File: src/rtl/cail_sched_pkg.sv
// rtl/cail_sched_pkg.sv - shared types and constants for the calibration scheduler
package cail_pkg;

    typedef enum logic [1:0] {
        ST_IDLE  = 2'd0,
        ST_ISSUE = 2'd1,
        ST_DRAIN = 2'd2,
        ST_DONE  = 2'd3
    } state_e;

    localparam logic COEF_SUB  = 1'b0;
    localparam logic COEF_MULT = 1'b1;

    localparam logic [31:0] FP_ONE  = 32'h3F800000;
    localparam logic [31:0] FP_ZERO = 32'h0000_0000;

endpackage

File: src/rtl/cail_sched_if.sv
// rtl/cail_sched_if.sv - scheduler to float calibration datapath bus
interface cail_sched_if;
    logic [15:0] dp_short_data;
    logic [31:0] dp_sub;
    logic [31:0] dp_mult;
    logic [31:0] dp_result;

    modport master (
        output dp_short_data,
        output dp_sub,
        output dp_mult,
        input  dp_result
    );

    modport slave (
        input  dp_short_data,
        input  dp_sub,
        input  dp_mult,
        output dp_result
    );
endinterface

File: src/rtl/cail_sched_tag_pipe.sv
// rtl/cail_sched_tag_pipe.sv - LAT-deep {vld, ch} shift register shadowing the datapath latency
module cail_tag_pipe #(
    parameter int LAT = 16,
    parameter int CHW = 3
) (
    input  logic           clk,
    input  logic           rst,
    input  logic           in_vld,
    input  logic [CHW-1:0] in_ch,
    output logic           out_vld,
    output logic [CHW-1:0] out_ch
);

    logic [LAT-1:0]          vld_q, vld_d;
    logic [LAT-1:0][CHW-1:0] ch_q, ch_d;

    always_comb begin
        vld_d = {vld_q[LAT-2:0], in_vld};
        ch_d  = {ch_q[LAT-2:0], in_ch};
    end

    always_ff @(posedge clk) begin
        if (rst) begin
            vld_q <= '0;
            ch_q  <= '0;
        end else begin
            vld_q <= vld_d;
            ch_q  <= ch_d;
        end
    end

    assign out_vld = vld_q[LAT-1];
    assign out_ch  = ch_q[LAT-1];

endmodule

File: src/rtl/cail_sched.sv
// rtl/cail_sched.sv - frames ADC samples through the shared float calibration datapath
module cail_sched
    import cail_pkg::*;
#(
    parameter int NCH = 8,
    parameter int CHW = 3,
    parameter int LAT = 16
) (
    input  logic            clk,
    input  logic            rst,
    input  logic            smp_valid,
    input  logic [CHW-1:0]  smp_ch,
    input  logic [15:0]     smp_data,
    input  logic            frame_done,
    input  logic            coef_wr,
    input  logic            coef_sel,
    input  logic [CHW-1:0]  coef_ch,
    input  logic [31:0]     coef_data,
    output logic            coef_ready,
    cail_sched_if.master    dp,
    output logic            res_valid,
    output logic [CHW-1:0]  res_ch,
    output logic [31:0]     res_data,
    output logic            frame_out_done,
    output logic            busy,
    output logic            overrun
);

    localparam int CNTW = $clog2((NCH > LAT) ? NCH : LAT);

    state_e          state_q, state_d;
    logic [CNTW-1:0] cnt_q, cnt_d;
    logic [15:0]     buf_q  [NCH];
    logic [15:0]     buf_d  [NCH];
    logic [31:0]     sub_q  [NCH];
    logic [31:0]     sub_d  [NCH];
    logic [31:0]     mult_q [NCH];
    logic [31:0]     mult_d [NCH];
    logic [15:0]     dp_short_q, dp_short_d;
    logic [31:0]     dp_sub_q, dp_sub_d;
    logic [31:0]     dp_mult_q, dp_mult_d;
    logic            busy_q, busy_d;
    logic            coef_ready_q, coef_ready_d;
    logic            overrun_q, overrun_d;
    logic            fod_q, fod_d;
    logic            tag_in_vld, tag_out_vld;
    logic [CHW-1:0]  tag_in_ch, tag_out_ch;

    always_comb begin
        state_d    = state_q;
        cnt_d      = cnt_q;
        buf_d      = buf_q;
        sub_d      = sub_q;
        mult_d     = mult_q;
        dp_short_d = dp_short_q;
        dp_sub_d   = dp_sub_q;
        dp_mult_d  = dp_mult_q;
        overrun_d  = overrun_q;

        // Buffer and tables only move in IDLE so a frame sees one consistent snapshot.
        if (state_q == ST_IDLE && smp_valid) begin
            buf_d[smp_ch] = smp_data;
        end
        if (coef_ready_q && coef_wr) begin
            if (coef_sel == COEF_SUB) sub_d[coef_ch]  = coef_data;
            else                      mult_d[coef_ch] = coef_data;
        end
        if (state_q != ST_IDLE && frame_done) begin
            overrun_d = 1'b1;
        end

        case (state_q)
            ST_IDLE: begin
                if (frame_done) begin
                    state_d = ST_ISSUE;
                    cnt_d   = '0;
                end
            end
            ST_ISSUE: begin
                if (cnt_q == CNTW'(NCH - 1)) begin
                    state_d = ST_DRAIN;
                    cnt_d   = '0;
                end else begin
                    cnt_d = cnt_q + 1'b1;
                end
            end
            ST_DRAIN: begin
                if (cnt_q == CNTW'(LAT - 1)) state_d = ST_DONE;
                else                         cnt_d   = cnt_q + 1'b1;
            end
            default: state_d = ST_IDLE;
        endcase

        // Preload so the datapath sees channel i during ISSUE cycle i, in step with its tag.
        if (state_d == ST_ISSUE) begin
            dp_short_d = buf_d[cnt_d[CHW-1:0]];
            dp_sub_d   = sub_d[cnt_d[CHW-1:0]];
            dp_mult_d  = mult_d[cnt_d[CHW-1:0]];
        end

        busy_d       = (state_d == ST_ISSUE) || (state_d == ST_DRAIN);
        coef_ready_d = (state_d == ST_IDLE);
        fod_d        = (state_d == ST_DONE);
    end

    always_ff @(posedge clk) begin
        if (rst) begin
            state_q      <= ST_IDLE;
            cnt_q        <= '0;
            dp_short_q   <= '0;
            dp_sub_q     <= FP_ZERO;
            dp_mult_q    <= FP_ZERO;
            busy_q       <= 1'b0;
            coef_ready_q <= 1'b0;
            overrun_q    <= 1'b0;
            fod_q        <= 1'b0;
            for (int k = 0; k < NCH; k++) begin
                buf_q[k]  <= '0;
                sub_q[k]  <= FP_ZERO;
                mult_q[k] <= FP_ZERO;
            end
        end else begin
            state_q      <= state_d;
            cnt_q        <= cnt_d;
            dp_short_q   <= dp_short_d;
            dp_sub_q     <= dp_sub_d;
            dp_mult_q    <= dp_mult_d;
            busy_q       <= busy_d;
            coef_ready_q <= coef_ready_d;
            overrun_q    <= overrun_d;
            fod_q        <= fod_d;
            buf_q        <= buf_d;
            sub_q        <= sub_d;
            mult_q       <= mult_d;
        end
    end

    assign tag_in_vld = (state_q == ST_ISSUE);
    assign tag_in_ch  = (state_q == ST_ISSUE) ? cnt_q[CHW-1:0] : '0;

    cail_tag_pipe #(
        .LAT (LAT),
        .CHW (CHW)
    ) u_tag_pipe (
        .clk     (clk),
        .rst     (rst),
        .in_vld  (tag_in_vld),
        .in_ch   (tag_in_ch),
        .out_vld (tag_out_vld),
        .out_ch  (tag_out_ch)
    );

    assign dp.dp_short_data = dp_short_q;
    assign dp.dp_sub        = dp_sub_q;
    assign dp.dp_mult       = dp_mult_q;

    assign res_valid      = tag_out_vld;
    assign res_ch         = tag_out_ch;
    assign res_data       = tag_out_vld ? dp.dp_result : FP_ZERO;
    assign frame_out_done = fod_q;
    assign busy           = busy_q;
    assign coef_ready     = coef_ready_q;
    assign overrun        = overrun_q;

endmodule

File: src/flat_wrapper.sv
// flat-port wrapper written by rule: the top's interface ports become plain ports
module cail_sched_flat import cail_pkg::*;
#(
    parameter int NCH = 8,
    parameter int CHW = 3,
    parameter int LAT = 16
)
  (clk, rst, smp_valid, smp_ch, smp_data, frame_done, coef_wr, coef_sel, coef_ch, coef_data, coef_ready, res_valid, res_ch, res_data, frame_out_done, busy, overrun, dp_dp_short_data, dp_dp_sub, dp_dp_mult, dp_dp_result);
  cail_sched_if dp_i ();
  input  logic clk;
  input  logic rst;
  input  logic smp_valid;
  input  logic [CHW-1:0] smp_ch;
  input  logic [15:0] smp_data;
  input  logic frame_done;
  input  logic coef_wr;
  input  logic coef_sel;
  input  logic [CHW-1:0] coef_ch;
  input  logic [31:0] coef_data;
  output logic coef_ready;
  output logic res_valid;
  output logic [CHW-1:0] res_ch;
  output logic [31:0] res_data;
  output logic frame_out_done;
  output logic busy;
  output logic overrun;
  output wire logic [$bits(dp_i.dp_short_data)-1:0] dp_dp_short_data;
  output wire logic [$bits(dp_i.dp_sub)-1:0] dp_dp_sub;
  output wire logic [$bits(dp_i.dp_mult)-1:0] dp_dp_mult;
  input wire logic [$bits(dp_i.dp_result)-1:0] dp_dp_result;
  assign dp_dp_short_data = dp_i.dp_short_data;
  assign dp_dp_sub = dp_i.dp_sub;
  assign dp_dp_mult = dp_i.dp_mult;
  assign dp_i.dp_result = dp_dp_result;
  cail_sched #(.NCH(NCH), .CHW(CHW), .LAT(LAT)) u_core (.clk(clk), .rst(rst), .smp_valid(smp_valid), .smp_ch(smp_ch), .smp_data(smp_data), .frame_done(frame_done), .coef_wr(coef_wr), .coef_sel(coef_sel), .coef_ch(coef_ch), .coef_data(coef_data), .coef_ready(coef_ready), .dp(dp_i), .res_valid(res_valid), .res_ch(res_ch), .res_data(res_data), .frame_out_done(frame_out_done), .busy(busy), .overrun(overrun));
endmodule
File: config.mk
export PLATFORM = sky130hd
export DESIGN_NAME = cail_sched_flat
export DESIGN_NICKNAME = d
export VERILOG_FILES = /design/src/rtl/cail_sched_pkg.sv /design/src/rtl/cail_sched_if.sv /design/src/rtl/cail_sched_tag_pipe.sv /design/src/rtl/cail_sched.sv /design/src/flat_wrapper.sv
export SDC_FILE = /design/constraint.sdc
export NUM_CORES = 2
export LEC_CHECK = 0
export CORE_MARGIN = 3
export CORE_UTILIZATION = 53
export DETAILED_ROUTE_END_ITERATION = 7
export PLACE_DENSITY = 0.73
export SLEW_MARGIN = 20
export SYNTH_ARGS = -nofsm -noshare
export SYNTH_HDL_FRONTEND = slang
export SYNTH_HIERARCHICAL = 1
export SYNTH_SLANG_ARGS = --single-unit
File: constraint.sdc
create_clock -name clk -period 2.6 [get_ports clk]
set_input_delay 0.52 -clock clk [delete_from_list [all_inputs] [get_ports clk]]
set_output_delay 0.52 -clock clk [all_outputs]
set_load 0.02 [all_outputs]
==> results.toml <==
[status]
status = "finished, final reports clean"

[cts]
clk_pin_slew_ps = 60
cts.path.max_buffers = 3
root_buffer = "clkbuf_16"
clk_latency_ps = 610
htreeDepth = 3
cts_tree = "done"
cts.sinks = 794
cts_made_buffers = 81

[global_route]
grt_usage = 0.2684
antenna_found_initial = 2
grt_max_degree = 90
grt_pass1_wl_um = 139500
overflow = 0
grt_pass1_vias = 25820

[drt]
drcViolationCount = 0
antenna_left = 0
viasPerCell = 5.570
dr_total_vias = 26800
wire_per_inst_um = 18.58
routed_wl_um = 89400
drt_iter0_drc = 1805
drtPass1Iterations = 5

[place]
hpwl_um = 54090
place.gp.congestion = 0.8054
port_buffers = 211

[setup_path]
regToRegSetupSlack_ps = 130
worstRegToRegCells = 9
worst-path-max-fanout = 33
r2r-end = "u_core/dp.dp_sub[27]$_SDFFE_PP0N_"
cp_data_arrival_time_ps = 1960
crit_required_ps = 2080
criticalPathCategory = "register to output port"
end_kind = "output port"
worst_setup_path_start_kind = "register"
rr_startpoint = "u_core/cnt_q[2]$_SDFF_PP0_"

[power]
p_total_mw = 26.80
peakVddDrop_uv = 527.7
powerDensity_nw_per_um2 = 645.6
p_leak_nw = 17.83

[sta]
hold_slack_ps = 361.7
drv_slew = 0
finalHoldViolations = 0
period_share = 0.9552
finalSetupViolations = 0
slew_headroom = 0.5442
clock_skew_ps = 13.59
fmax_mhz = 402.7
rsz0062_at_grt = "yes"
tightest_slew_ps = 681.6
finalCriticalPeriod_ps = 2483

[worst_hold_path]
hold_start = "rst"
hold_end = "u_core/u_tag_pipe/vld_q[15]$_SDFF_PP0_"
min_path_cells = 2
hold_path.class = "primary input to register"

[cells_and_area]
syn2layout_area_growth_pct = 26.13
fillCellCount = 4664
num-nets-final = 4018
layout_common_cells = "dfxtp_1 (792), nor2_1 (728), mux2i_1 (721)"
regArea_sq_um = 15900
mostFrequentLayoutCell = "dfxtp_1"
drive_above_1_share = 0.1559
multiInputGateArea_sq_um = 15620

[floorplanning]
die_h_um = 255.2
io_pins = 212
start_util = 0.5401
row_count = 90
die_w_um = 255.2
die_area_sq_um = 65110
core_area_sq_um = 60920

[synthesis]
synth_warnings = 6
syn_avg_cell_area_sq_um = 9.240
synth-main-ff-cell = "dfxtp_1"
mappedNetlistNets = 3657
synth_edf_count = 0
ys_types = 48
ys_seq_area_frac = 0.4831
syn_inst = 3561
synth_area_sq_um = 32910
ys_seq_elements = 794
synthArstFlopShare = 0

[flow_run]
max_cap_viol_count = 0
==> worst max path at each step <==
stage / depth (start not counted) / endpoint / start
global route: 9 / u_core/dp.dp_sub[27]$_SDFFE_PP0N_ / u_core/cnt_q[2]$_SDFF_PP0_
detailed placement: 8 / u_core/dp.dp_sub[10]$_SDFFE_PP0N_ / coef_wr
floorplan: 11 / u_core/dp.dp_short_data[10]$_SDFFE_PP0N_ / u_core/cnt_q[0]$_SDFF_PP0_
CTS: 3 / res_data[27] / u_core/u_tag_pipe/vld_q[15]$_SDFF_PP0_
finish: 3 / res_data[27] / u_core/u_tag_pipe/vld_q[15]$_SDFF_PP0_
global placement: 8 / u_core/dp.dp_sub[5]$_SDFFE_PP0N_ / coef_wr
==> cells by family after synthesis <==
group	Yosys count	synth area share
simple gates	1517	0.2011
fa+ha+maj	4	0.001521
buf+inv	341	0.04692
mux	721	0.2193
compound gates	184	0.04803
flops	794	0.4831
==> sequential cells by signal (all words and copies together), names as in the netlist <==
signal,count
u_core/u_tag_pipe/ch_d,45
u_core/cnt_q,4
u_core/coef_ready,1
u_core/dp.dp_sub,32
u_core/dp.dp_short_data,16
u_core/u_tag_pipe/vld_q,16
u_core/state_q,2
u_core/buf_q,128
u_core/overrun,1
u_core/busy,1
u_core/u_tag_pipe/out_ch,3
u_core/mult_q,256
u_core/frame_out_done,1
u_core/dp.dp_mult,32
u_core/sub_q,256
==> repair_timing <==
| item | CTS | global route |
|---|---|---|
| setup endpoints to repair | 0 | 55 |
| gates resized for setup | 0 | 7 |
| hold endpoints to repair | 0 | 0 |
| buffers inserted | 0 | 4 |
| hold buffers | 0 | 0 |
==> metal layers <==
metal	up-vias	global-route usage	part of all wire
li1	12830	-	-
met1	12940	0.3549	0.44
met2	876	0.4477	0.47
met3	156	0.04634	0.066
met4	2	0.08861	0.023
met5	-	0	0.00016
==> final cells by class <==
| type | instances | area share |
|---|---|---|
| clock inverters | 20 | 0.004643 |
| multi-input cells | 2426 | 0.3763 |
| inverters | 7 | 0.0006331 |
| well taps | 828 | 0.02496 |
| clock buffers | 124 | 0.06081 |
| repair buffers | 612 | 0.1496 |
| flip-flops and latches | 794 | 0.3831 |
| diodes | 1 | 0.00006030 |
==> synthesized netlist by cell type, drive strengths merged, types with 2 or more instances <==
cell,number,area [sq um]
inv,7,26.28
nand3b,2,15.01
nor4,2,25.02
a32oi,81,709.4
nand3,323,1622
a311oi,81,709.4
and3,4,25.02
nor2,738,2770
or3,3,18.77
ha,4,50.05
buf,132,759.5
nand4b,2,17.52
nand2b,4,25.02
clkbuf,202,758.2
and2,34,212.7
nand2,328,1231
a21oi,5,25.02
nor2b,69,581.8
o21ai,5,28.78
dfxtp,794,15900
mux2i,721,7217
==> where the power goes <==
| group | switching, mW | internal [mW] |
|---|---|---|
| registers | 0.0823 | 12.3 |
| logic | 1.59 | 1.08 |
| clock network | 4.77 | 6.97 |
==> through the flow <==
stage	TNS (ps)	cells	utilization	instance area, sq um	setup WS [ps]
after floorplan	0	3561	-	32910	185.9
after global placement	-16960	4662	0.6352	38700	-263.7
after detailed placement	-19660	4662	0.6352	38700	-321.9
after CTS	0	4806	0.6798	41410	47.36
after global routing	-16.83	4811	0.6812	41500	-8.643
final	0	4812	0.6812	41500	116.5
==> critical path: stages (launching register included) <==
cell             delay, ps
dfxtp_1                300
buf_4                  220
and2_1                 210
clkdlybuf4s50_1        610
Note: power is estimated with default switching activity, not from simulation.
